[src/rtl/multicycle_control_unit.sv]
`default_nettype none
// +--------------------------------------------------------------------------+
// | Module      : multicycle_control_unit                                    |
// | Description : Multi-cycle MIPS control FSM. Sequences each instruction   |
// |               through fetch/decode/execute/memory/writeback, drives the  |
// |               datapath strobes, handles memory wait states with a        |
// |               timeout, counts retired instructions and latches a sticky  |
// |               fault status.                                              |
// | Ports       : clk, rst           clock / synchronous active-high reset   |
// |               opcode, funct      instruction register fields             |
// |               mem_ready          memory finishes the access this cycle   |
// |               pc_write .. alu_control   datapath control strobes         |
// |               instr_done         pulse on the last cycle of instruction  |
// |               instr_count        retired-instruction counter (wraps)     |
// |               fault, fault_code  sticky halt status                      |
// |               state              current FSM state (debug)               |
// | Options     : MCU_ILLEGAL_TRAP_EN - unknown opcodes trap to FAULT        |
// |               (fault_code 10) instead of retiring as a NOP.              |
// | Revision    : 1.0 - initial release                                      |
// +--------------------------------------------------------------------------+
module multicycle_control_unit #(
    parameter int ALU_CTRL_W  = 4,
    parameter int WAIT_W      = 8,
    parameter int MEM_TIMEOUT = 255,
    parameter int CNT_W       = 32
) (
    input  logic                  clk,
    input  logic                  rst,
    input  logic [5:0]            opcode,
    input  logic [5:0]            funct,
    input  logic                  mem_ready,
    output logic                  pc_write,
    output logic                  pc_write_cond,
    output logic [1:0]            pc_source,
    output logic                  iord,
    output logic                  mem_read,
    output logic                  mem_write,
    output logic                  ir_write,
    output logic                  reg_dst,
    output logic                  mem_to_reg,
    output logic                  reg_write,
    output logic                  alu_src_a,
    output logic [1:0]            alu_src_b,
    output logic [ALU_CTRL_W-1:0] alu_control,
    output logic                  instr_done,
    output logic [CNT_W-1:0]      instr_count,
    output logic                  fault,
    output logic [1:0]            fault_code,
    output logic [3:0]            state
);

    typedef enum logic [3:0] {
        S_FETCH     = 4'd0,
        S_DECODE    = 4'd1,
        S_MEM_ADDR  = 4'd2,
        S_MEM_READ  = 4'd3,
        S_MEM_WB    = 4'd4,
        S_MEM_WRITE = 4'd5,
        S_EXECUTE   = 4'd6,
        S_ALU_WB    = 4'd7,
        S_BRANCH    = 4'd8,
        S_JUMP      = 4'd9,
        S_ADDI_EX   = 4'd10,
        S_ADDI_WB   = 4'd11,
        S_FAULT     = 4'd15
    } state_t;

    localparam logic [5:0] c_OP_R    = 6'b000000;
    localparam logic [5:0] c_OP_LW   = 6'b100011;
    localparam logic [5:0] c_OP_SW   = 6'b101011;
    localparam logic [5:0] c_OP_BEQ  = 6'b000100;
    localparam logic [5:0] c_OP_J    = 6'b000010;
    localparam logic [5:0] c_OP_ADDI = 6'b001000;

    localparam logic [ALU_CTRL_W-1:0] c_ALU_AND = ALU_CTRL_W'(4'b0000);
    localparam logic [ALU_CTRL_W-1:0] c_ALU_OR  = ALU_CTRL_W'(4'b0001);
    localparam logic [ALU_CTRL_W-1:0] c_ALU_ADD = ALU_CTRL_W'(4'b0010);
    localparam logic [ALU_CTRL_W-1:0] c_ALU_SUB = ALU_CTRL_W'(4'b0110);
    localparam logic [ALU_CTRL_W-1:0] c_ALU_SLT = ALU_CTRL_W'(4'b0111);

    state_t             r_state;
    state_t             w_next;
    logic [WAIT_W-1:0]  r_wait;
    logic [CNT_W-1:0]   r_count;
    logic [1:0]         r_fault_code;
    logic [1:0]         w_fault_set;
    logic               w_wait_state;
    logic               w_timeout;

    assign w_wait_state = (r_state == S_FETCH) || (r_state == S_MEM_READ) ||
                          (r_state == S_MEM_WRITE);

    // The fault fires on the cycle whose increment would make the counter
    // reach MEM_TIMEOUT; a ready in that same cycle still completes.
    generate
        if (MEM_TIMEOUT != 0) begin : g_timeout
            assign w_timeout = w_wait_state && !mem_ready &&
                               (r_wait == WAIT_W'(MEM_TIMEOUT - 1));
        end else begin : g_no_timeout
            assign w_timeout = 1'b0;
        end
    endgenerate

    always_ff @(posedge clk) begin
        if (rst) begin
            r_state      <= S_FETCH;
            r_wait       <= '0;
            r_count      <= '0;
            r_fault_code <= 2'b00;
        end else begin
            r_state <= w_next;
            // Any state change is an entry, so the counter starts fresh in
            // every wait state; it only advances while a wait state stalls.
            if (w_next != r_state) begin
                r_wait <= '0;
            end else if (w_wait_state && !mem_ready) begin
                r_wait <= r_wait + WAIT_W'(1);
            end
            if (instr_done) begin
                r_count <= r_count + CNT_W'(1);
            end
            if (w_fault_set != 2'b00) begin
                r_fault_code <= w_fault_set;
            end
        end
    end

    always_comb begin
        w_next        = r_state;
        w_fault_set   = 2'b00;
        pc_write      = 1'b0;
        pc_write_cond = 1'b0;
        pc_source     = 2'b00;
        iord          = 1'b0;
        mem_read      = 1'b0;
        mem_write     = 1'b0;
        ir_write      = 1'b0;
        reg_dst       = 1'b0;
        mem_to_reg    = 1'b0;
        reg_write     = 1'b0;
        alu_src_a     = 1'b0;
        alu_src_b     = 2'b00;
        alu_control   = c_ALU_AND;
        instr_done    = 1'b0;

        case (r_state)
            S_FETCH: begin
                mem_read    = 1'b1;
                alu_src_b   = 2'b01;
                alu_control = c_ALU_ADD;
                if (mem_ready) begin
                    ir_write = 1'b1;
                    pc_write = 1'b1;
                    w_next   = S_DECODE;
                end else if (w_timeout) begin
                    w_next      = S_FAULT;
                    w_fault_set = 2'b01;
                end
            end
            S_DECODE: begin
                alu_src_b   = 2'b11;
                alu_control = c_ALU_ADD;
                case (opcode)
                    c_OP_LW, c_OP_SW: w_next = S_MEM_ADDR;
                    c_OP_R:           w_next = S_EXECUTE;
                    c_OP_BEQ:         w_next = S_BRANCH;
                    c_OP_J:           w_next = S_JUMP;
                    c_OP_ADDI:        w_next = S_ADDI_EX;
                    default: begin
`ifdef MCU_ILLEGAL_TRAP_EN
                        w_next      = S_FAULT;
                        w_fault_set = 2'b10;
`else
                        w_next     = S_FETCH;
                        instr_done = 1'b1;
`endif
                    end
                endcase
            end
            S_MEM_ADDR: begin
                alu_src_a   = 1'b1;
                alu_src_b   = 2'b10;
                alu_control = c_ALU_ADD;
                w_next      = (opcode == c_OP_SW) ? S_MEM_WRITE : S_MEM_READ;
            end
            S_MEM_READ: begin
                mem_read = 1'b1;
                iord     = 1'b1;
                if (mem_ready) begin
                    w_next = S_MEM_WB;
                end else if (w_timeout) begin
                    w_next      = S_FAULT;
                    w_fault_set = 2'b01;
                end
            end
            S_MEM_WB: begin
                mem_to_reg = 1'b1;
                reg_write  = 1'b1;
                instr_done = 1'b1;
                w_next     = S_FETCH;
            end
            S_MEM_WRITE: begin
                mem_write = 1'b1;
                iord      = 1'b1;
                if (mem_ready) begin
                    instr_done = 1'b1;
                    w_next     = S_FETCH;
                end else if (w_timeout) begin
                    w_next      = S_FAULT;
                    w_fault_set = 2'b01;
                end
            end
            S_EXECUTE: begin
                alu_src_a = 1'b1;
                case (funct)
                    6'b100000: alu_control = c_ALU_ADD;
                    6'b100010: alu_control = c_ALU_SUB;
                    6'b100100: alu_control = c_ALU_AND;
                    6'b100101: alu_control = c_ALU_OR;
                    6'b101010: alu_control = c_ALU_SLT;
                    default:   alu_control = c_ALU_AND;
                endcase
                w_next = S_ALU_WB;
            end
            S_ALU_WB: begin
                reg_dst    = 1'b1;
                reg_write  = 1'b1;
                instr_done = 1'b1;
                w_next     = S_FETCH;
            end
            S_BRANCH: begin
                alu_src_a     = 1'b1;
                alu_control   = c_ALU_SUB;
                pc_write_cond = 1'b1;
                pc_source     = 2'b01;
                instr_done    = 1'b1;
                w_next        = S_FETCH;
            end
            S_JUMP: begin
                pc_write   = 1'b1;
                pc_source  = 2'b10;
                instr_done = 1'b1;
                w_next     = S_FETCH;
            end
            S_ADDI_EX: begin
                alu_src_a   = 1'b1;
                alu_src_b   = 2'b10;
                alu_control = c_ALU_ADD;
                w_next      = S_ADDI_WB;
            end
            S_ADDI_WB: begin
                reg_write  = 1'b1;
                instr_done = 1'b1;
                w_next     = S_FETCH;
            end
            S_FAULT: begin
                w_next = S_FAULT;
            end
            default: begin
                w_next = S_FETCH;
            end
        endcase
    end

    assign instr_count = r_count;
    assign fault       = (r_state == S_FAULT);
    assign fault_code  = r_fault_code;
    assign state       = r_state;

endmodule
`default_nettype wire

[config.mk]
export PLATFORM = sky130hd
export DESIGN_NAME = multicycle_control_unit
export DESIGN_NICKNAME = d
export VERILOG_FILES = /design/src/rtl/multicycle_control_unit.sv
export SDC_FILE = /design/constraint.sdc
export NUM_CORES = 1
export LEC_CHECK = 0
export CORE_MARGIN = 4
export CORE_UTILIZATION = 33
export DETAILED_ROUTE_END_ITERATION = 10
export PLACE_DENSITY = 0.56
export RECOVER_POWER = 25
export SYNTH_ARGS = -nofsm -noshare
export SYNTH_HDL_FRONTEND = slang
export SYNTH_SLANG_ARGS = --single-unit
[constraint.sdc]
create_clock -name clk -period 2.8 [get_ports clk]
set_input_delay 0.56 -clock clk [delete_from_list [all_inputs] [get_ports clk]]
set_output_delay 0.56 -clock clk [all_outputs]
set_load 0.05 [all_outputs]
Yosys cells after proc, flatten, opt, wreduce, memory -nomap -nowiden
Cells that the tools add are included.
{"block": "totals", "ramBits": 0, "latchBits": 0, "elab_cells": 75, "output_inout_bits": 58, "input_bits": 15, "register_bits": 46, "n_memories": 0, "mem_bits_ro": 0}
{"block": "op_classes", "eq_ne": 23, "addsub": 2, "n_reduce_logical": 19, "mux": 27, "div": 0, "multipliers": 0, "order_cmp": 0, "n_shift": 0, "bitwise": 0}
{"op": "== test 6 bit (second input constant)", "count": 6}
{"op": "adder 32 x 1 -> 32 bit (second input constant)", "count": 1}
{"op": "one-hot mux 4 bit (8 select lines)", "count": 1}
{"op": "== test 4 bit (second input constant)", "count": 5}
{"op": "one-hot mux 4 bit (5 select lines)", "count": 1}
{"op": "== test 4 x 3 -> 1 bit (second input constant)", "count": 4}
{"op": "2-to-1 mux 4 bit", "count": 4}
{"op": "2-to-1 mux 1 bit", "count": 12}
{"op": "one-hot mux 3 bit (4 select lines)", "count": 1}
{"op": "OR reduction 2 bit", "count": 5}
{"op": "one-hot mux 3 bit (3 select lines)", "count": 1}
{"op": "adder 8 x 1 -> 8 bit (second input constant)", "count": 1}
{"op": "== test 4 x 2 -> 1 bit (second input constant)", "count": 2}
{"op": "== test 8 bit (second input constant)", "count": 1}
{"op": "OR reduction 4 bit", "count": 2}
{"op": "== test 6 x 2 -> 1 bit (second input constant)", "count": 1}
{"op": "== test 6 x 3 -> 1 bit (second input constant)", "count": 1}
{"op": "== test 6 x 4 -> 1 bit (second input constant)", "count": 1}
{"op": "zero test 6 bit", "count": 1}
{"op": "one-hot mux 2 bit (3 select lines)", "count": 1}
{"op": "OR reduction 3 bit", "count": 2}
{"op": "OR reduction 6 bit", "count": 1}
{"op": "OR reduction 5 bit", "count": 1}
{"op": "== test 4 x 1 -> 1 bit (second input constant)", "count": 1}
{"op": "other kinds (11)", "count": 14}

Longest topological paths before layout
{"block": "logic_depth", "depth_word": 10, "depth_mapped": 9, "mapped_depth_nobuf": 7}

Least setup slack after synthesis
OpenSTA, ideal clock, no wires.
{"block": "synth_path", "path_type": "reg2out", "startpoint": "register r_state[0] (netlist: state[0])", "endpoint": "output alu_src_b[1]", "stages_incl_launch_ff": 4, "required_ns": 2.240, "n_path_buf": 1, "arrival_ns": 2.420, "setup_slack_ns": -0.180, "path_cell_list": "dfxtp_1 clkbuf_1 inv_1 a211oi_1"}
{"block": "synth_between", "elab_chain_len": 3, "word_cells_on_any_way": 6, "classes_between": "eq/ne: 3; mux: 1; reduce/logical: 2"}
{"item": "from (decl)", "line": "81", "source": "state_t r_state;"}
{"item": "from (signal assigned)", "line": "111", "source": "r_state <= w_next;"}
{"item": "== test 4 bit or == test 4 x 2 -> 1 bit (tied branches)", "line": "146", "source": "case (r_state)"}
{"item": "OR reduction 2 bit (no source line)"}
{"item": "one-hot mux 2 bit (3 select lines) (*)", "line": "146"}
{"item": "to (decl)", "line": "43", "source": "output logic [1:0] alu_src_b,"}
Every way passes the cells marked *; elsewhere a longest branch is shown, timed or not.

Worst setup path after layout
{"block": "layout_path", "startpoint": "input opcode[2]", "endpoint": "output instr_done"}
{"block": "layout_between", "elab_chain_len": 4, "word_cells_on_any_way": 9, "classes_between": "eq/ne: 5; mux: 2; reduce/logical: 2"}
{"item": "from (decl)", "line": "29", "source": "input logic [5:0] opcode,"}
{"item": "== test 6 bit, or another cell as far along", "line": "163", "source": "case (opcode)"}
{"item": "OR reduction 6 bit (no source line) (*)"}
{"item": "2-to-1 mux 1 bit (*)", "line": "163"}
{"item": "one-hot mux 1 bit (3 select lines) (*)", "line": "146"}
{"item": "to (decl)", "line": "45", "source": "output logic instr_done,"}
Marked as above.

==> metrics <==
final worst-path setup slack=0.0590 ns; final hold violations=0; crit path DAT=2.18 ns; via count=2733; Clock power frac=0.320; worst slew pin tran=0.536 ns; clock tree buffer depth=2; DRC=0; mux cell area share after synthesis=0.00420; GPL Wtd Cong=0.832; VDD IR max=0.000181 V; Avg Cell Area, Syn=7.94 um2; Post-Route WL=7.53 mm; ant diodes=0; Reg2Reg Setup Slack=0.21 ns; WHS Path Cells=2; Util after Layout=0.483; post-route antenna net violation count=0; die height=98.2 um; first-pass GRT wire length=12.9 mm; Avg WL per Cell=14.4 um; cell row count=32; relative slew slack=0.640; pre-CTS WS=-0.258 ns; Crit Path Category=primary input to output pin; # IOs=73; RSZ-0062 raised after global routing=false; Net Sw Power=0.377 mW; vias in the first global route=2636; CP Max Fanout=5; Internal Power=0.944 mW; reg-to-reg endpoint=instr_count[31]; Post-Synth Adder-Cell Area=0.0140; xor/xnor share of the synthesized area=0.111; Post-synth EDFFs=0; sequential power share=0.495; die width=98.2 um; Yosys cell types=54; Critical Path Source Type=primary input; GRT Resource Usage Total=0.157; I/O Buffers=70; CTS sink count=45; share of layout cells above drive strength 1=0.143; Critical Path RT=2.24 ns; Post-synth ARST share=0; initial core utilization=0.344; Ys Warns=0; CORE AREA=0.00781 mm2; power per cell area=350 mW/mm2; hold crit path type=flop to flop; register bit total from synthesis=45; CTS H-tree lvls=2; Worst R2R Path Depth=8; main combinational cell family by area after synthesis=simple AND/OR/NAND/NOR gates; insertion delay to the later sink of the worst-skew pair=0.29 ns; Seq/Total Area, Yosys=0.336; DRT iter0 DRCs=100; combinational share of power=0.185; Cell Area, Synth=0.00268 mm2; Max Cap Viol=0; Slew Viols, Final=0; status=finished clean; clock skew=0.0120 ns; area grow syn2layout=40.7%; simple-gate share of the synthesized area=0.350; clock-pin slew on the worst setup and hold paths=0.08 ns; Net Sw Frac=0.286; # nets final=438; Hold Path End=fault_code[0]; Detailed Routing Iterations Pass 1=4; CTS tree=built; top_reg_cell synth=dfxtp_1; Final min period=2.74 ns; largest net degree at the start of global routing=24; Static Leak=1.42 nW; placed cells=514; Finished Layout Cells=523; most frequent cells in the layout=45 x nor2_1, 45 x dfxtp_1, 32 x clkdlybuf4s50_1, 28 x buf_4; Critical R2R Launch=state[1]; achievable frequency=365 MHz; worst hold start=fault_code[0]; clock root cell=clkbuf_8; vias per inst=5.23; placed wire-length estimate=5.64 mm; Setup Viol. Count Final=0; total CTS buffers=5; Post-Syn Instances=338; crit share post-route=0.979; Synth Area in Compound Gates=0.135; die area=0.00964 mm2; initial antenna violation count=0; CP endpoint kind=output pin; total grt overflow=0
-- how the worst max path moves through the flow --
stage	start	end	depth (start not counted)
final	opcode[2]	instr_done	6
after CTS	opcode[1]	instr_count[31]	9
after detailed placement	opcode[2]	instr_done	6
after floorplan	state[0]	reg_write	5
after global placement	opcode[2]	instr_done	6
after global routing	opcode[2]	instr_done	6
-- state kept, by name (all words and copies together), names as in the netlist --
name / count
instr_count: 32
r_wait: 8
state: 4
fault_code: 1
-- area by class of cell --
class | count | area [um2]
Timing Repair Buffer | 95 | 935
Clock buffer | 6 | 82.6
Tap cell | 102 | 128
Multi-Input combinational cell | 265 | 1690
Inverter | 8 | 30.0
Fill cell | 769 | 4030
Clock inverter | 2 | 13.8
Sequential cell | 45 | 901
-- metrics by stage --
| step | TNS (ns) | cell area, um2 | hold WS, ns | total power, mW |
|---|---|---|---|---|
| 4_1_cts | -0.0110 | 3760 | 0.490 | 1.34 |
| 5_1_grt | 0 | 3770 | 0.527 | 1.38 |
| 3_5_place_dp | -5.27 | 3650 | 0.471 | 0.913 |
| 6_report | 0 | 3770 | 0.479 | 1.32 |
| 3_3_place_gp | -3.76 | 3650 | 0.455 | 0.912 |
| 2_1_floorplan | 0 | 2700 | 0.506 | 0.811 |
-- logic make-up (layout without fill, tap and decap cells) --
group | Yosys count | after routing
other | 1 | 2
DFF | 45 | 45
xor gates and xnor gates | 34 | 34
buffers and inverters | 29 | 111
AOI/OAI and AO/OA | 55 | 55
muxes | 1 | 1
adders and majority gates | 3 | 3
and+or+nand+nor | 170 | 170
-- layer usage --
layer	track usage	vias up	wire length, um
met5	0	-	0
met4	0.0273	0	29
met3	0.0264	2	255
met2	0.269	51	3750
met1	0.211	1287	3490
li1	-	1393	-
-- what timing repair did --
action	4_1_cts	5_1_grt
hold buffers	0	0
cloned	0	0
setup endpoints to repair	1	6
endpoints found under the hold margin	0	0
pin swaps	2	2
buffers inserted	1	0
resized for setup	8	5
-- synthesized netlist by cell type, drive strengths merged (2+ instances only) --
cell type | instances | area [um2]
inv | 8 | 30.0
o22ai | 4 | 25.0
o31ai | 2 | 15.0
clkbuf | 14 | 52.6
and3 | 6 | 37.5
a21boi | 2 | 15.0
and2 | 2 | 12.5
nor3 | 15 | 75.1
nand3 | 18 | 90.1
nor2b | 3 | 18.8
dfxtp | 45 | 901
buf | 7 | 48.8
a31o | 2 | 17.5
o21ai | 13 | 65.1
nor2 | 47 | 176
nand2b | 3 | 18.8
xnor2 | 21 | 184
or4 | 6 | 45.0
and4 | 6 | 52.6
nor4bb | 4 | 40.0
a31oi | 2 | 12.5
xor2 | 13 | 114
nand2 | 21 | 78.8
nor4 | 8 | 50.1
ha | 3 | 37.5
o211ai | 2 | 15.0
a21oi | 15 | 78.8
nor3b | 3 | 22.5
a21o | 2 | 15.0
nor4b | 8 | 70.1
nand4 | 11 | 83.8
or3 | 6 | 37.5
-- power by group through the flow --
| stage | Clock, mW | Combinational, mW | Sequential [mW] |
|---|---|---|---|
| global route | 0.464 | 0.264 | 0.655 |
| floorplan | 0 | 0.128 | 0.683 |
| global placement | 0 | 0.244 | 0.668 |
| detailed placement | 0 | 0.244 | 0.668 |
| finish | 0.423 | 0.245 | 0.653 |
| CTS | 0.442 | 0.248 | 0.653 |
-- critical path, cell delays in order --
cell and delay, ns:
dlygate4sd2_1 0.29, or4_4 0.53, or3_4 0.34, a32oi_2 0.22, inv_2 0.09, buf_8 0.15
Power figures use the tool's default switching activity.
